<file path="src/rtl/mult_8bit_seq.sv">
// Shift-add multiplier reusing an external WIDTH-bit ripple adder.
// Optional MULT_ZERO_BYPASS_EN: zero operands skip CALC.
module mult_8bit_seq #(
   parameter int WIDTH = 8
) (
   input  logic               clk,
   input  logic               rst_n,
   input  logic               start_valid,
   output logic               start_ready,
   input  logic [WIDTH-1:0]   op_a,
   input  logic [WIDTH-1:0]   op_b,
   output logic               res_valid,
   input  logic               res_ready,
   output logic [2*WIDTH-1:0] product,
   output logic               busy,
   output logic [WIDTH-1:0]   add_a,
   output logic [WIDTH-1:0]   add_b,
   output logic               add_cin,
   input  logic [WIDTH-1:0]   add_sum,
   input  logic               add_cout
);

   localparam int CW = $clog2(WIDTH) + 1;
   localparam logic [CW-1:0] LAST = CW'(WIDTH - 1);

   localparam logic [1:0] IDLE = 2'd0;
   localparam logic [1:0] CALC = 2'd1;
   localparam logic [1:0] DONE = 2'd2;

   logic [1:0]       state;
   logic [WIDTH-1:0] mcand;
   logic [WIDTH-1:0] acc_hi;
   logic [WIDTH-1:0] lo;
   logic [CW-1:0]    cnt;

   logic [WIDTH-1:0] s;
   logic             c;
   logic             zero_op;

   assign start_ready = (state == IDLE);
   assign busy        = (state == CALC);
   assign res_valid   = (state == DONE);
   assign product     = res_valid ? {acc_hi, lo} : '0;

   assign add_a   = acc_hi;
   assign add_b   = lo[0] ? mcand : '0;
   assign add_cin = 1'b0;

   always_comb begin
      s = acc_hi;
      c = 1'b0;
      if (lo[0]) begin
         s = add_sum;
         c = add_cout;
      end
   end

`ifdef MULT_ZERO_BYPASS_EN
   assign zero_op = (op_a == '0) || (op_b == '0);
`else
   assign zero_op = 1'b0;
`endif

   always_ff @(posedge clk or negedge rst_n) begin
      if (!rst_n) begin
         state  <= IDLE;
         mcand  <= '0;
         acc_hi <= '0;
         lo     <= '0;
         cnt    <= '0;
      end else begin
         unique case (state)
            IDLE: begin
               if (start_valid) begin
                  mcand  <= op_a;
                  acc_hi <= '0;
                  cnt    <= '0;
                  if (zero_op) begin
                     lo    <= '0;
                     state <= DONE;
                  end else begin
                     lo    <= op_b;
                     state <= CALC;
                  end
               end
            end
            CALC: begin
               // carry lands in the top bit, so the shift never overflows
               {acc_hi, lo} <= {c, s, lo[WIDTH-1:1]};
               cnt          <= cnt + 1'b1;
               if (cnt == LAST) state <= DONE;
            end
            DONE: begin
               if (res_ready) state <= IDLE;
            end
            default: state <= IDLE;
         endcase
      end
   end

endmodule

</file>
<file path="config.mk">
export PLATFORM = sky130hd
export DESIGN_NAME = mult_8bit_seq
export DESIGN_NICKNAME = d
export VERILOG_FILES = /design/src/rtl/mult_8bit_seq.sv
export SDC_FILE = /design/constraint.sdc
export NUM_CORES = 1
export LEC_CHECK = 0
export CAP_MARGIN = 15
export CORE_ASPECT_RATIO = 0.7
export CORE_MARGIN = 2
export CORE_UTILIZATION = 36
export CTS_BUF_LIST = sky130_fd_sc_hd__clkbuf_4 sky130_fd_sc_hd__clkbuf_8
export DETAILED_ROUTE_END_ITERATION = 10
export PLACE_DENSITY = 0.79
export SLEW_MARGIN = 10
export SYNTH_ARGS = -nofsm -noshare
export SYNTH_HDL_FRONTEND = slang
export SYNTH_SLANG_ARGS = --single-unit
</file>
<file path="constraint.sdc">
create_clock -name clk -period 1.2 [get_ports clk]
set_input_delay 0.18 -clock clk [delete_from_list [all_inputs] [get_ports clk]]
set_output_delay 0.18 -clock clk [all_outputs]
set_load 0.01 [all_outputs]
</file>
### Yosys cells after proc, flatten, opt, wreduce, memory -nomap -nowiden

Index checks and enable logic that the tools add are counted.

| storage, ports and cells | value |
|---|---|
| register bits after elaboration | 30 |
| input port bits | 29 |
| output and inout port bits | 36 |
| word-level logic and storage cells | 31 |

| operators by class | value |
|---|---|
| add/subtract/negate cells | 1 |
| eq/ne operators | 6 |
| multiplexer cells | 14 |
| reduce and logical (&&, ||, !) cells | 5 |

Operators by type and width:

| kind | count |
|---|---|
| $mux 8 | 4 |
| $pmux 8 s2 | 2 |
| $mux 16 | 1 |
| $pmux 4 s2 | 1 |
| $mux 2 | 3 |
| $pmux 2 s3 | 1 |
| $add 4x1->4 const B | 1 |
| $eq 4x3->1 const B | 1 |
| $mux 4 | 1 |
| $ne 2x1->1 const B | 2 |
| $reduce_and 2->1 | 2 |
| $reduce_and 3->1 | 1 |
| $eq 2x1->1 const B | 1 |
| $eq 2x2->1 const B | 1 |
| $logic_not 2->1 | 1 |
| $ne 2x2->1 const B | 1 |
| $reduce_bool 2->1 | 1 |
| $mux 1 | 1 |

### Logic depth before layout (Yosys ltp)

Gate-level depths: netlist of run 1.

| logic depth | value |
|---|---|
| word-level depth | 3 |
| mapped depth | 6 |
| gate-level depth less buffers | 4 |

### Least setup slack after synthesis of run 1

OpenSTA, ideal clock, no wires.

| timing | value |
|---|---|
| kind | register to register |
| start point | reg state[1] |
| end point | reg mcand[0] |
| setup time | 125 ps |
| arrival | 1146 ps |
| required time | 1075 ps |
| path slack | -71 ps |
| cell stages (with the launch flop) | 5 |
| buffers on the path | 2 |
| clock period less this slack | 1271 ps |
| path through | dfrtp_1 -> buf_4 -> nor3b_4 -> buf_6 -> mux2_4 |

| on the way | value |
|---|---|
| word-level cells in the longest chain between the ends | 2 |

Ends and longest elaborated chain:

| what | RTL line | source |
|---|---|---|
| start, declared | 30 | `logic [1:0] state;` |
| start signal, assigned | 66 | `state <= IDLE;` |
| start signal, assigned | 80 | `state <= DONE;` |
| start signal, assigned | 83 | `state <= CALC;` |
| $logic_not 2->1 | 72 | `unique case (state)` |
| $reduce_and 2->1 (no source line) | -- |  |
| end signal, assigned | 75 | `mcand <= op_a;` |
| end, declared | 31 | `logic [WIDTH-1:0] mcand;` |

No other way between the ends.
A chain may end at the register's enable or synchronous reset.

### Worst setup path in the final report of run 1

| timing | value |
|---|---|
| start point | reg state[1] |
| end point | out product[5] |

| on the way | value |
|---|---|
| word-level cells in the longest chain between the ends | 2 |

Ends and longest elaborated chain:

| what | RTL line | source |
|---|---|---|
| $eq 2x2->1 | 42 | `assign res_valid = (state == DONE);` |
| $mux 16 | 43 | `assign product = res_valid ? {acc_hi, lo} : '0;` |
| end, declared | 14 | `output logic [2*WIDTH-1:0] product,` |

No other way between the ends.

==> flow_summary.json, run 1 <==
{
  "clkSinkCount": 30,
  "clockBufferDepth": 2,
  "clk_pin_slew_ns": 0.07,
  "finish.net_count": 294,
  "grt_start_max_net_pins": 31,
  "ios": 65,
  "final-setup-viol-count": 56,
  "startpoint_type": "flop",
  "fin_cells": 320,
  "asyncSetResetFlopFracSynth": 1.00,
  "timing.critical_path.fanout_max": 7,
  "slew_violations": 0,
  "cts_h_tree_depth": 2,
  "starting_density_of_the_core": 0.370,
  "grt.total_usage": 0.198,
  "antenna_diodes": 0,
  "layout.filler_cells": 293,
  "detail-route-antenna-nets": 0,
  "detailroute.via_count": 1578,
  "fp.dieArea_um2": 4950,
  "post_synth.cell_area_avg_um2": 10.4,
  "viasPerCell": 4.93,
  "critPathSlowestCell": "sky130_fd_sc_hd__dfrtp_1",
  "place_inst": 287,
  "clk-insertion-delay-late_ns": 0.29,
  "worstPathArrival_ns": 1.31,
  "setup_ws_ns": -0.293,
  "antenna_violations_before_repair": 0,
  "worst_ir_drop_vdd_uv": 1570,
  "yosys_warnings": 0,
  "synth.yosys.seq_area_share": 0.475,
  "fmaxAchievable_mhz": 670,
  "critPathMaxStageDelay_ns": 0.40,
  "total_drc_errors_in_the_routed_layout": 0,
  "rsz_0062_raised_after_global_routing": "true",
  "detail_route.wirelength_um": 5230,
  "dieWidth_um": 83.2,
  "final.min_clock_period_ns": 1.49,
  "tritoncts": "yes",
  "report.final.hold_viol_count": 0,
  "fin_hold_ws_ns": 0.249,
  "syn-cell-area_um2": 1580,
  "crit_buf_inv": 3,
  "post_route_cells_drive_above_1_share": 0.626,
  "powerDensity_nw_per_um2": 2460,
  "place.detailed.hpwl_um": 2830,
  "grt_first_pass_wirelength_um": 7390,
  "io_buffer_count": 63,
  "routabilityCongestion": 0.768,
  "area_delta_synth_final_pct": 101,
  "total_leakage_power_nw": 1.54,
  "crit_path_cell_trace": "inv_2 -> nor2_4 -> buf_6 -> and2_1 -> buf_2",
  "detail_route.first_pass.iterations": 4,
  "placementRows": 20,
  "avgRoutedWirePerCell_um": 16.3,
  "vias_in_the_first_global_route": 1500,
  "min-delay-path-class": "in -> async",
  "hold_buffers": 0,
  "cap_violations": 0,
  "outcome": "complete, but fails checks",
  "timing.critical_path.max_delay_family": "flip-flops",
  "critPathRequiredTime_ns": 1.02,
  "ys_seq_elements": 30,
  "synth_nets": 182,
  "post_synth_inst_count": 152,
  "period_share": 1.24,
  "synth_cell_type_count": 30,
  "postSynth.topFlopCell": "sky130_fd_sc_hd__dfrtp_1",
  "timing.setup.tns_ns": -8.55,
  "worstSetupPathType": "reg -> out",
  "skew_ns": 0.00488,
  "gr-total-overflow": 0,
  "synth_enable_flop_cells": 0,
  "die-height_um": 59.5,
  "clockRootBuffer": "sky130_fd_sc_hd__clkbuf_8",
  "dr_iter_0_viols": 37,
  "placeableCoreArea_um2": 4280,
  "endpoint_type_of_the_worst_setup_path": "output pin",
  "cts-buffers-inserted": 5,
  "failed_checks": "negative setup slack"
}
worst reg2reg max path, stage by stage, from the launching register on:
cell and delay, ns:
sky130_fd_sc_hd__dfrtp_1 0.41, sky130_fd_sc_hd__buf_6 0.15, sky130_fd_sc_hd__nor3b_4 0.23, sky130_fd_sc_hd__buf_6 0.17, sky130_fd_sc_hd__mux2_4 0.31
cell usage after synthesis (2+ instances only):
library cell | number | area, µm²
sky130_fd_sc_hd__dfrtp_1 | 30 | 751
sky130_fd_sc_hd__and2_1 | 25 | 156
sky130_fd_sc_hd__nand2_1 | 16 | 60.1
sky130_fd_sc_hd__o21ai_1 | 12 | 60.1
sky130_fd_sc_hd__o22ai_1 | 11 | 68.8
sky130_fd_sc_hd__mux2_4 | 7 | 105
sky130_fd_sc_hd__mux2i_1 | 7 | 70.1
sky130_fd_sc_hd__a21oi_1 | 5 | 25.0
sky130_fd_sc_hd__buf_4 | 5 | 37.5
sky130_fd_sc_hd__buf_6 | 3 | 33.8
sky130_fd_sc_hd__inv_1 | 3 | 11.3
sky130_fd_sc_hd__o21ai_0 | 3 | 15.0
sky130_fd_sc_hd__a22oi_1 | 2 | 15.0
sky130_fd_sc_hd__buf_2 | 2 | 10.0
sky130_fd_sc_hd__mux2_2 | 2 | 22.5
sky130_fd_sc_hd__nand2b_1 | 2 | 12.5
sky130_fd_sc_hd__nand3_1 | 2 | 10.0
sky130_fd_sc_hd__nand3b_1 | 2 | 15.0
sky130_fd_sc_hd__nor2_1 | 2 | 7.51
layout by cell type, fill, tap and decap left out, types with 3 or more instances in the layout:
| master | netlist | final |
|---|---|---|
| sky130_fd_sc_hd__dlygate4sd2_1 | 0 | 6 |
| sky130_fd_sc_hd__nand2_4 | 0 | 11 |
| sky130_fd_sc_hd__o22ai_1 | 11 | 3 |
| sky130_fd_sc_hd__and2_4 | 0 | 21 |
| sky130_fd_sc_hd__clkbuf_8 | 0 | 6 |
| sky130_fd_sc_hd__and2_1 | 25 | 4 |
| sky130_fd_sc_hd__mux2_4 | 7 | 9 |
| sky130_fd_sc_hd__dfrtp_1 | 30 | 28 |
| sky130_fd_sc_hd__buf_4 | 5 | 25 |
| sky130_fd_sc_hd__o22ai_4 | 0 | 3 |
| sky130_fd_sc_hd__o21ai_2 | 0 | 12 |
| sky130_fd_sc_hd__clkdlybuf4s50_1 | 0 | 28 |
| sky130_fd_sc_hd__a21oi_2 | 0 | 3 |
| sky130_fd_sc_hd__o22ai_2 | 0 | 5 |
| sky130_fd_sc_hd__mux2i_1 | 7 | 7 |
| sky130_fd_sc_hd__buf_6 | 3 | 43 |
| sky130_fd_sc_hd__buf_2 | 2 | 5 |
| sky130_fd_sc_hd__nand2_2 | 0 | 3 |
| sky130_fd_sc_hd__o21ai_1 | 12 | 3 |
| sky130_fd_sc_hd__buf_12 | 0 | 3 |
layout make-up:
cell class | count | area (µm²) | area share
well taps | 55 | 68.8 | 0.0217
inverters | 4 | 17.5 | 0.00551
clock buffers | 7 | 90.1 | 0.0284
repair buffers | 116 | 1200 | 0.379
clock inverters | 1 | 5.00 | 0.00158
flip-flops and latches | 30 | 753 | 0.237
multi-input cells | 107 | 1040 | 0.327
stage by stage:
step | power [mW] | area, µm² | util | setup WS (ns)
floorplan | 3.44 | 1590 | - | -0.0578
global placement | 4.80 | 2430 | 0.568 | -0.310
detailed placement | 4.88 | 2430 | 0.568 | -0.352
CTS | 6.90 | 2870 | 0.671 | -0.227
global route | 8.23 | 3180 | 0.742 | -0.382
finish | 7.82 | 3180 | 0.742 | -0.293
sequential cells by signal, indices dropped and copies added (netlist names):
name / cells
add_a: 8
cnt: 4
mcand: 8
lo: 8
state: 2
where the power goes:
group | internal [mW] | switching (mW)
Clock | 0.484 | 0.380
Sequential | 1.51 | 0.382
Combinational | 2.94 | 2.13
path summary, 6_finish.rpt:
| kind | to | from | slack (ns) | cells past startpoint |
|---|---|---|---|---|
| max in group asynchronous | add_a[5]$_DFFE_PN0P_ | rst_n | 0.77 | 2 |
| hold / removal | lo[5]$_DFFE_PN0P_ | rst_n | 0.25 | 2 |
| hold reg to reg | mcand[4]$_DFFE_PN0P_ | mcand[4]$_DFFE_PN0P_ | 0.51 | 1 |
| setup / recovery | product[5] | state[1]$_DFFE_PN0P_ | -0.29 | 5 |
| setup reg to reg | mcand[0]$_DFFE_PN0P_ | state[0]$_DFFE_PN0P_ | -0.19 | 4 |
| min in group clk | mcand[3]$_DFFE_PN0P_ | op_a[3] | 0.51 | 2 |
routing by layer:
metal	part of all wire	routed length (µm)	track usage	vias to the layer above
li1	-	-	-	751
met1	0.44	2320	0.262	755
met2	0.48	2530	0.329	58
met3	0.048	252	0.0446	14
met4	0.023	122	0.0632	0
met5	0	0	0	-
cell families (layout without fill, tap and decap cells):
family,after synthesis,after routing,share of synthesized area
compound gates,36,36,0.133
simple gates,52,52,0.188
fa+ha+maj,1,1,0.00791
flops,30,30,0.475
mux,16,16,0.125
xor+xnor,1,1,0.00554
other cells,1,1,0.00237
buf+inv,15,128,0.0633
repair_timing:
action | 4_1_cts | 5_1_grt
setup endpoints to repair | 63 | 57
gates cloned | 3 | 1
setup buffers | 21 | 4
resized for setup | 180 | 78
pin swaps | 29 | 17
Power figures use the tool's default switching activity.
==> run 2: changes to the inputs <==
--- a/config.mk
+++ b/config.mk
@@ -5,7 +5,7 @@
 export SDC_FILE = /design/constraint.sdc
 export NUM_CORES = 1
 export LEC_CHECK = 0
-export CAP_MARGIN = 15
+export CAP_MARGIN = 20
 export CORE_ASPECT_RATIO = 0.7
 export CORE_MARGIN = 2
 export CORE_UTILIZATION = 36
==> results of run 2 <==
No change in the layout: final DEF, timing and power equal those of run 1.
